**src/rtl/uart_pkg.sv**
```systemverilog
// Shared FSM state type, parity-mode constants and frame helpers for the parametrised UART receiver.
package uart_pkg;

    typedef enum logic [2:0] {
        IDLE   = 3'd0,
        START  = 3'd1,
        DATA   = 3'd2,
        PARITY = 3'd3,
        STOP   = 3'd4,
        ARM    = 3'd5
    } rx_state_e;

    localparam int PAR_NONE = 32'sd0;
    localparam int PAR_ODD  = 32'sd1;
    localparam int PAR_EVEN = 32'sd2;

    function automatic int frame_bits(input int data_bits, input int parity_mode, input int stop_bits);
        return 32'sd1 + data_bits + ((parity_mode != PAR_NONE) ? 32'sd1 : 32'sd0) + stop_bits;
    endfunction

    // acc is the XOR of all data bits and the received parity bit
    function automatic logic parity_error(input int parity_mode, input logic acc);
        case (parity_mode)
            PAR_EVEN: return acc;
            PAR_ODD:  return ~acc;
            default:  return 1'b0;
        endcase
    endfunction

    function automatic logic majority3(input logic a, input logic b, input logic c);
        return (a & b) | (a & c) | (b & c);
    endfunction

endpackage

```
**src/rtl/uart_rx_sampler.sv**
```systemverilog
// Two-flop synchroniser for the raw RX pin. With RX_MAJORITY_EN defined, each sample is a
// registered 2-of-3 vote and the line view is delayed one cycle so both stay aligned.
module uart_rx_sampler
    import uart_pkg::*;
(
    input  logic clock,
    input  logic reset,
    input  logic rx,
    output logic line_s,
    output logic bit_s
);

    logic sync1_r;
    logic rxs_r;

    // Metastability synchroniser, resets to the idle-high line level
    always_ff @(posedge clock or negedge reset) begin
        if (!reset) begin
            sync1_r <= 1'b1;
            rxs_r   <= 1'b1;
        end else begin
            sync1_r <= rx;
            rxs_r   <= sync1_r;
        end
    end

`ifdef RX_MAJORITY_EN
    logic line_r;
    logic vote_r;

    // sync1_r is rxs one cycle early, so the vote is centred on the delayed line_r
    always_ff @(posedge clock or negedge reset) begin
        if (!reset) begin
            line_r <= 1'b1;
            vote_r <= 1'b1;
        end else begin
            line_r <= rxs_r;
            vote_r <= majority3(sync1_r, rxs_r, line_r);
        end
    end

    assign line_s = line_r;
    assign bit_s  = vote_r;
`else
    assign line_s = rxs_r;
    assign bit_s  = rxs_r;
`endif

endmodule

```
**src/rtl/uart_rx_param.sv**
```systemverilog
// Parametrised asynchronous-serial receiver with a one-deep ready/valid holding register.
// Optional macro RX_MAJORITY_EN: 2-of-3 majority sampling, shifting all timing by one cycle.
module uart_rx_param
    import uart_pkg::*;
#(
    parameter int CLKS_PER_BIT = 10,
    parameter int DATA_BITS    = 8,
    parameter int PARITY_MODE  = 0,
    parameter int STOP_BITS    = 1
)(
    input  logic                 clock,
    input  logic                 reset,
    input  logic                 rx,
    output logic [DATA_BITS-1:0] rx_data,
    output logic                 rx_valid,
    input  logic                 rx_ready,
    output logic                 frame_err,
    output logic                 parity_err,
    output logic                 overrun_err,
    output logic                 busy
);

    localparam int              TW         = $clog2(CLKS_PER_BIT);
    localparam logic [TW-1:0]   BIT_LOAD   = TW'(CLKS_PER_BIT - 32'sd1);
    localparam logic [TW-1:0]   HALF_LOAD  = TW'(CLKS_PER_BIT / 32'sd2 - 32'sd1);
    localparam logic [TW-1:0]   TIMER_ONE  = TW'(32'sd1);
    localparam logic [TW-1:0]   TIMER_ZERO = TW'(32'sd0);
    localparam logic [3:0]      LAST_DATA  = 4'(DATA_BITS - 32'sd1);
    localparam logic [3:0]      LAST_BIT   = 4'(frame_bits(DATA_BITS, PARITY_MODE, STOP_BITS) - 32'sd2);
    localparam bit              HAS_PARITY = (PARITY_MODE != PAR_NONE);

    logic                 line_s;
    logic                 bit_s;
    logic                 tick_s;
    logic                 hold_free_s;
    logic                 frame_err_s;
    logic                 parity_err_s;
    rx_state_e            state_r;
    logic [TW-1:0]        timer_r;
    logic [3:0]           bit_cnt_r;
    logic [DATA_BITS-1:0] shift_r;
    logic                 par_acc_r;
    logic                 stop_bad_r;

    uart_rx_sampler u_sampler (
        .clock  (clock),
        .reset  (reset),
        .rx     (rx),
        .line_s (line_s),
        .bit_s  (bit_s)
    );

    assign tick_s       = (timer_r == TIMER_ZERO);
    assign hold_free_s  = !rx_valid || rx_ready;
    assign frame_err_s  = stop_bad_r | ~bit_s;
    assign parity_err_s = parity_error(PARITY_MODE, par_acc_r);

    // Frame FSM with bit timer, shift register and output holding register
    always_ff @(posedge clock or negedge reset) begin
        if (!reset) begin
            state_r     <= IDLE;
            timer_r     <= TIMER_ZERO;
            bit_cnt_r   <= 4'd0;
            shift_r     <= {DATA_BITS{1'b0}};
            par_acc_r   <= 1'b0;
            stop_bad_r  <= 1'b0;
            rx_data     <= {DATA_BITS{1'b0}};
            rx_valid    <= 1'b0;
            frame_err   <= 1'b0;
            parity_err  <= 1'b0;
            overrun_err <= 1'b0;
            busy        <= 1'b0;
        end else begin
            overrun_err <= 1'b0;
            if (rx_valid && rx_ready) begin
                rx_valid <= 1'b0;
            end
            case (state_r)
                IDLE: begin
                    if (!line_s) begin
                        state_r <= START;
                        timer_r <= HALF_LOAD;
                        busy    <= 1'b1;
                    end
                end
                START: begin
                    if (!tick_s) begin
                        timer_r <= timer_r - TIMER_ONE;
                    end else if (bit_s) begin
                        state_r <= IDLE;
                        busy    <= 1'b0;
                    end else begin
                        state_r    <= DATA;
                        timer_r    <= BIT_LOAD;
                        bit_cnt_r  <= 4'd0;
                        par_acc_r  <= 1'b0;
                        stop_bad_r <= 1'b0;
                    end
                end
                DATA: begin
                    if (!tick_s) begin
                        timer_r <= timer_r - TIMER_ONE;
                    end else begin
                        shift_r   <= {bit_s, shift_r[DATA_BITS-1:1]};
                        par_acc_r <= par_acc_r ^ bit_s;
                        bit_cnt_r <= bit_cnt_r + 4'd1;
                        timer_r   <= BIT_LOAD;
                        if (bit_cnt_r == LAST_DATA) begin
                            state_r <= HAS_PARITY ? PARITY : STOP;
                        end
                    end
                end
                PARITY: begin
                    if (!tick_s) begin
                        timer_r <= timer_r - TIMER_ONE;
                    end else begin
                        par_acc_r <= par_acc_r ^ bit_s;
                        bit_cnt_r <= bit_cnt_r + 4'd1;
                        timer_r   <= BIT_LOAD;
                        state_r   <= STOP;
                    end
                end
                STOP: begin
                    if (!tick_s) begin
                        timer_r <= timer_r - TIMER_ONE;
                    end else if (bit_cnt_r != LAST_BIT) begin
                        stop_bad_r <= stop_bad_r | ~bit_s;
                        bit_cnt_r  <= bit_cnt_r + 4'd1;
                        timer_r    <= BIT_LOAD;
                    end else begin
                        // Last stop sample: hand the frame over, or drop it if the holder is still full
                        state_r <= ARM;
                        if (hold_free_s) begin
                            rx_data    <= shift_r;
                            rx_valid   <= 1'b1;
                            frame_err  <= frame_err_s;
                            parity_err <= parity_err_s;
                        end else begin
                            overrun_err <= 1'b1;
                        end
                    end
                end
                ARM: begin
                    if (line_s) begin
                        state_r <= IDLE;
                        busy    <= 1'b0;
                    end
                end
                default: begin
                    state_r <= IDLE;
                    busy    <= 1'b0;
                end
            endcase
        end
    end

endmodule

```
**config.mk**
```make
export PLATFORM = sky130hd
export DESIGN_NAME = uart_rx_param
export DESIGN_NICKNAME = d
export VERILOG_FILES = /design/src/rtl/uart_pkg.sv /design/src/rtl/uart_rx_sampler.sv /design/src/rtl/uart_rx_param.sv
export SDC_FILE = /design/constraint.sdc
export NUM_CORES = 1
export LEC_CHECK = 0
export ABC_AREA = 1
export CAP_MARGIN = 40
export CORE_ASPECT_RATIO = 1.75
export CORE_MARGIN = 4
export CORE_UTILIZATION = 55
export CTS_CLUSTER_SIZE = 8
export DETAILED_ROUTE_END_ITERATION = 12
export PLACE_DENSITY = 0.89
export SYNTH_ARGS = -nofsm -noshare
export SYNTH_HDL_FRONTEND = slang
export SYNTH_SLANG_ARGS = --single-unit
```
**constraint.sdc**
```tcl
create_clock -name clock -period 2.36 [get_ports clock]
set_input_delay 0.236 -clock clock [delete_from_list [all_inputs] [get_ports clock]]
set_output_delay 0.236 -clock clock [all_outputs]
set_load 0.02 [all_outputs]
```
* Yosys cells after proc, flatten, opt, wreduce, memory -nomap -nowiden *
Index checks and enable logic that the tools add are counted.

storage, ports and cells
  register bits = 34
  output and inout port bits = 13
  bits of input ports = 4

cells by class
  reductions and logical operators = 17
  equality and inequality tests = 20
  $add $sub $neg = 2
  bitwise gates (word level) = 4
  mux-type cells = 41

operator list
  kind                   number
  $mux W4                11
  $mux W3                8
  $ne A2 B2 Y1 const B   9
  $pmux W3 S6            1
  $mux W1                16
  $pmux W4 S4            1
  $pmux W4 S3            1
  $reduce_and A4 Y1      2
  $reduce_and A8 Y1      1
  $eq A3 B2 Y1 const B   2
  $eq A3 B3 Y1 const B   2
  $ne A3 B3 Y1 const B   2
  $reduce_and A6 Y1      1
  $reduce_and A5 Y1      1
  $add A4 B1 Y4 const B  1
  $eq A4 B3 Y1 const B   1
  $logic_not A4 Y1       1
  $ne A2 B1 Y1 const B   2
  $ne A4 B4 Y1 const B   1
  $pmux W1 S4            1
  $reduce_bool A4 Y1     1
  $sub A4 B1 Y4 const B  1
  $eq A3 B1 Y1 const B   1
  $logic_not A3 Y1       1
  13 further kinds       15

* Logic depth before layout (Yosys ltp) *
  depth in word-level cells = 6
  mapped depth = 10

* By module *
From an unflattened synthesis, not the netlist that was laid out.

second synthesis, totals
  cell total of the unflattened synthesis = 205
  area total of the unflattened synthesis = 1722.9 um^2

modules (own cells, without submodules)
  module           area an instance (um^2)  seq. area each (um^2)  cells an instance  instances
  uart_rx_param    1662.8                   800.8                  202                1
  uart_rx_sampler  60.1                     52.6                   3                  1

* Least setup slack after synthesis *
Ideal clock, no wire load.

  path kind = register to register
  from = register timer_r[0]
  to = register rx_data[1]
  period minus slack after synthesis = 1487 ps
  path slack = 873 ps
  setup time = 118 ps
  stages on the path, launching flop included = 9
  required time = 2242 ps
  path buffers = 1
  data arrival time = 1369 ps
  cell sequence = dfrtp_1 > inv_1 > ha_1 > nand2_1 > nor2_4 > nand4_4 > buf_6 > nand2_1 > o21ai_2

on the way
  cells in the longest elaborated chain, start to end = 2

ends and longest elaborated chain
  item                                line                  text
  start, declared                     uart_rx_param.sv:39   logic [TW-1:0] timer_r;
  start signal, assigned              uart_rx_param.sv:88   timer_r <= timer_r - TIMER_ONE;
  start signal, assigned              uart_rx_param.sv:102  timer_r <= timer_r - TIMER_ONE;
  start signal, assigned              uart_rx_param.sv:115  timer_r <= timer_r - TIMER_ONE;
  $logic_not A4 Y1                    uart_rx_param.sv:53   assign tick_s = (timer_r == TIMER_ZERO);
  $reduce_and A4 Y1 (no source line)  n/a
  end signal, assigned                uart_rx_param.sv:67   rx_data <= {DATA_BITS{1'b0}};
  end signal, assigned                uart_rx_param.sv:134  rx_data <= shift_r;
  end, declared                       uart_rx_param.sv:14   output logic [DATA_BITS-1:0] rx_data,

No other way between the ends.
A chain may end at the register's enable or synchronous reset.

* Worst setup path in the final report *
  from = register timer_r[1]
  to = register rx_data[5]

Same word-level chain as after synthesis.

==> key figures <==
Run status
  • Run status: finished clean

STA
  • TNS Setup: 0 ns
  • Layout Skew: 0.00737 ns
  • Final setup vio count: 0
  • Final period util: 0.713
  • RSZ-0062 raised after global routing: no
  • Final hold violations: 0
  • Slew Viols, Final: 0
  • Final min period: 1.68 ns
  • Fmax: 0.594 GHz

Setup path
  • CP Cell Sequence: inv_1 -> ha_1 -> nand2_1 -> nor2_4 -> nand4_4 -> nand2_1 -> o21ai_1
  • CP max stage delay: 0.40 ns
  • Worst setup path startpoint: timer_r[1]
  • Worst setup SP type: register
  • Slowest stage cell, crit path: dfrtp_1
  • Crit path required time: 2.52 ns
  • Crit Path Category: reg -> reg
  • Kind of end point of the critical path: register
  • Reg-to-reg slack, setup: 0.68 ns
  • Reg2Reg Launch Point: timer_r[1]
  • Most frequent CP cell: nand2_1
  • Crit-path max FO: 18
  • Critical Path AT: 1.85 ns
  • R2R cell count: 7

Place
  • Dpl hpwl: 2.55 mm
  • GP Congestion: 0.874
  • Port Buffers: 15
  • Dpl cells: 247

Drt
  • DRC errors left: 0
  • Starting DRT DRC Count: 43
  • Final ANT Viol Nets: 0
  • Vias: 1,400
  • Wirelength per Cell: 13.7 um
  • TritonRoute pass-1 iters: 4
  • Total wire length: 3.49 mm
  • Vias per cell: 5.49

Synth
  • Most instantiated cells after synthesis: nand2_1 (74), dfrtp_1 (32), inv_1 (26)
  • Most frequent cell after synthesis: nand2_1
  • Area leader, netlist: dfrtp_1
  • Cell variety after synth: 21
  • Top cells by area, synth: dfrtp_1 (48%), nand2_1 (17%), inv_1 (5.9%)
  • Avg Synthesized Cell Area: 8.03 um2
  • Number of synthesized flops with an enable pin: 0
  • Ys flop type: dfrtp_1
  • Asr flop ratio synth: 1.00
  • Syn Inst Count: 206
  • Synth top area share: 0.484
  • Synth Register Bits: 34
  • Post-Syn Area: 0.00165 mm2
  • Post-synthesis sequential area ratio: 0.516
  • Yosys Warn Count: 0
  • Syn_nets: 213

Layout
  • Total Nets Final: 233
  • Area grow syn2layout: 15.4%
  • Diode count: 0
  • Ratio of cells with drive above 1 in the final layout: 0.0705
  • Non-Filler Instances: 255

CTS
  • CTS tree: built
  • Setup bufs post-CTS: 0
  • Num CTS Buffers: 5
  • Clk slew on worst S/H paths: 0.07 ns
  • CTS resizes: 0
  • H-tree levels: 2
  • Clk buf depth: 2
  • Clock Sink Count: 34
  • Hold-fix buffers, CTS: 0
  • Clk root buf: clkbuf_8
  • Worst-skew pair later-pin latency: 0.29 ns

Global route
  • Total grt overflow: 0
  • Antenna violations before repair: 0
  • GRT Total Usage: 0.203
  • Largest net degree at the start of global routing: 35
  • First-pass GRT wire length: 6.03 mm
  • Vias in the first global route: 1,389

Floorplan
  • Die Span X: 49.5 um
  • Die height: 80.5 um
  • Initial Util: 0.571
  • Die ar.: 0.00398 mm2
  • Io pins: 17
  • Core Area: 0.00290 mm2
  • Rows: 26

Pwr
  • Cell leakage power: 0.938 nW
  • Peak supply drop: 0.587 mV
  • Power Density: 985 mW/mm2

Worst hold path
  • Type of the most critical hold path: in -> async

Job
  • Max_cap viols: 0
## cell families after synthesis
group	count (synthesis)	share of synthesized area
adders and majority gates	3	0.0227
AOI/OAI and AO/OA	23	0.0719
DFF	34	0.516
other	1	0.00227
buffers and inverters	30	0.0794
and+or+nand+nor	113	0.297
xor gates and xnor gates	2	0.0106
## worst max-delay path, delay by kind of cell (launching register included)
family                   cells  cell delay, ns
adder cells (fa/ha/maj)      1            0.20
flip-flops                   1            0.40
AND/OR/NAND/NOR              4            0.80
AO/OA/AOI/OAI                1            0.07
buffers and inverters        1            0.08
## per-layer routing
metal	track usage	vias to the layer above	wire length [um]
met5	0	-	0
met4	0.150	0	166
met3	0.0371	20	128
met2	0.359	46	1870
met1	0.211	648	1330
li1	-	686	-
## layout make-up
| class | count | area [um2] |
|---|---|---|
| clock inverter | 1 | 5.00 |
| sequential | 34 | 853 |
| fill | 217 | 987 |
| clock buffer | 7 | 86.3 |
| multi-input combinational | 142 | 669 |
| timing repair buffer | 16 | 158 |
| inverter | 27 | 101 |
| tap | 28 | 35.0 |
## through the flow
step	hold WS (ns)	setup slack [ns]	utilization	area, um2	power (W)
6_report	0.339	0.677	0.659	1910	0.00188
5_1_grt	0.358	0.476	0.659	1910	0.00202
4_1_cts	0.358	0.703	0.659	1910	0.00188
3_5_place_dp	0.347	0.726	0.627	1820	0.00143
3_3_place_gp	0.346	0.775	0.627	1820	0.00141
2_1_floorplan	-0.0596	0.873	-	1650	0.00127
## flip-flops by register name, indices dropped and copies added (netlist names), 3 cells and up
name,flops
shift_r,8
state_r,3
rx_data,8
bit_cnt_r,4
timer_r,4
## report_power, final
part | internal, W | switching [W]
clock | 0.000235 | 0.000205
sequential | 0.000682 | 0.0000934
combinational | 0.000222 | 0.000441
total | 0.00114 | 0.000740
## placed cells by master, fill, tap and decap left out, drive strengths merged, types with 2 or more instances in the layout
master         instances
nand2                 75
dfrtp                 32
inv                   27
o21ai                 22
nor2                  17
nand3                 15
clkdlybuf4s50         15
clkbuf                 7
nand4                  5
ha                     3
xnor2                  2
dfstp                  2
## worst paths after layout
check / to
setup / recovery: rx_data[5]
hold / removal: rx_data[0]
setup reg to reg: rx_data[5]
hold reg to reg: u_sampler.bit_s
max in group asynchronous: u_sampler.sync1_r
min in group clock: u_sampler.bit_s
Note: power is estimated with default switching activity, not from simulation.
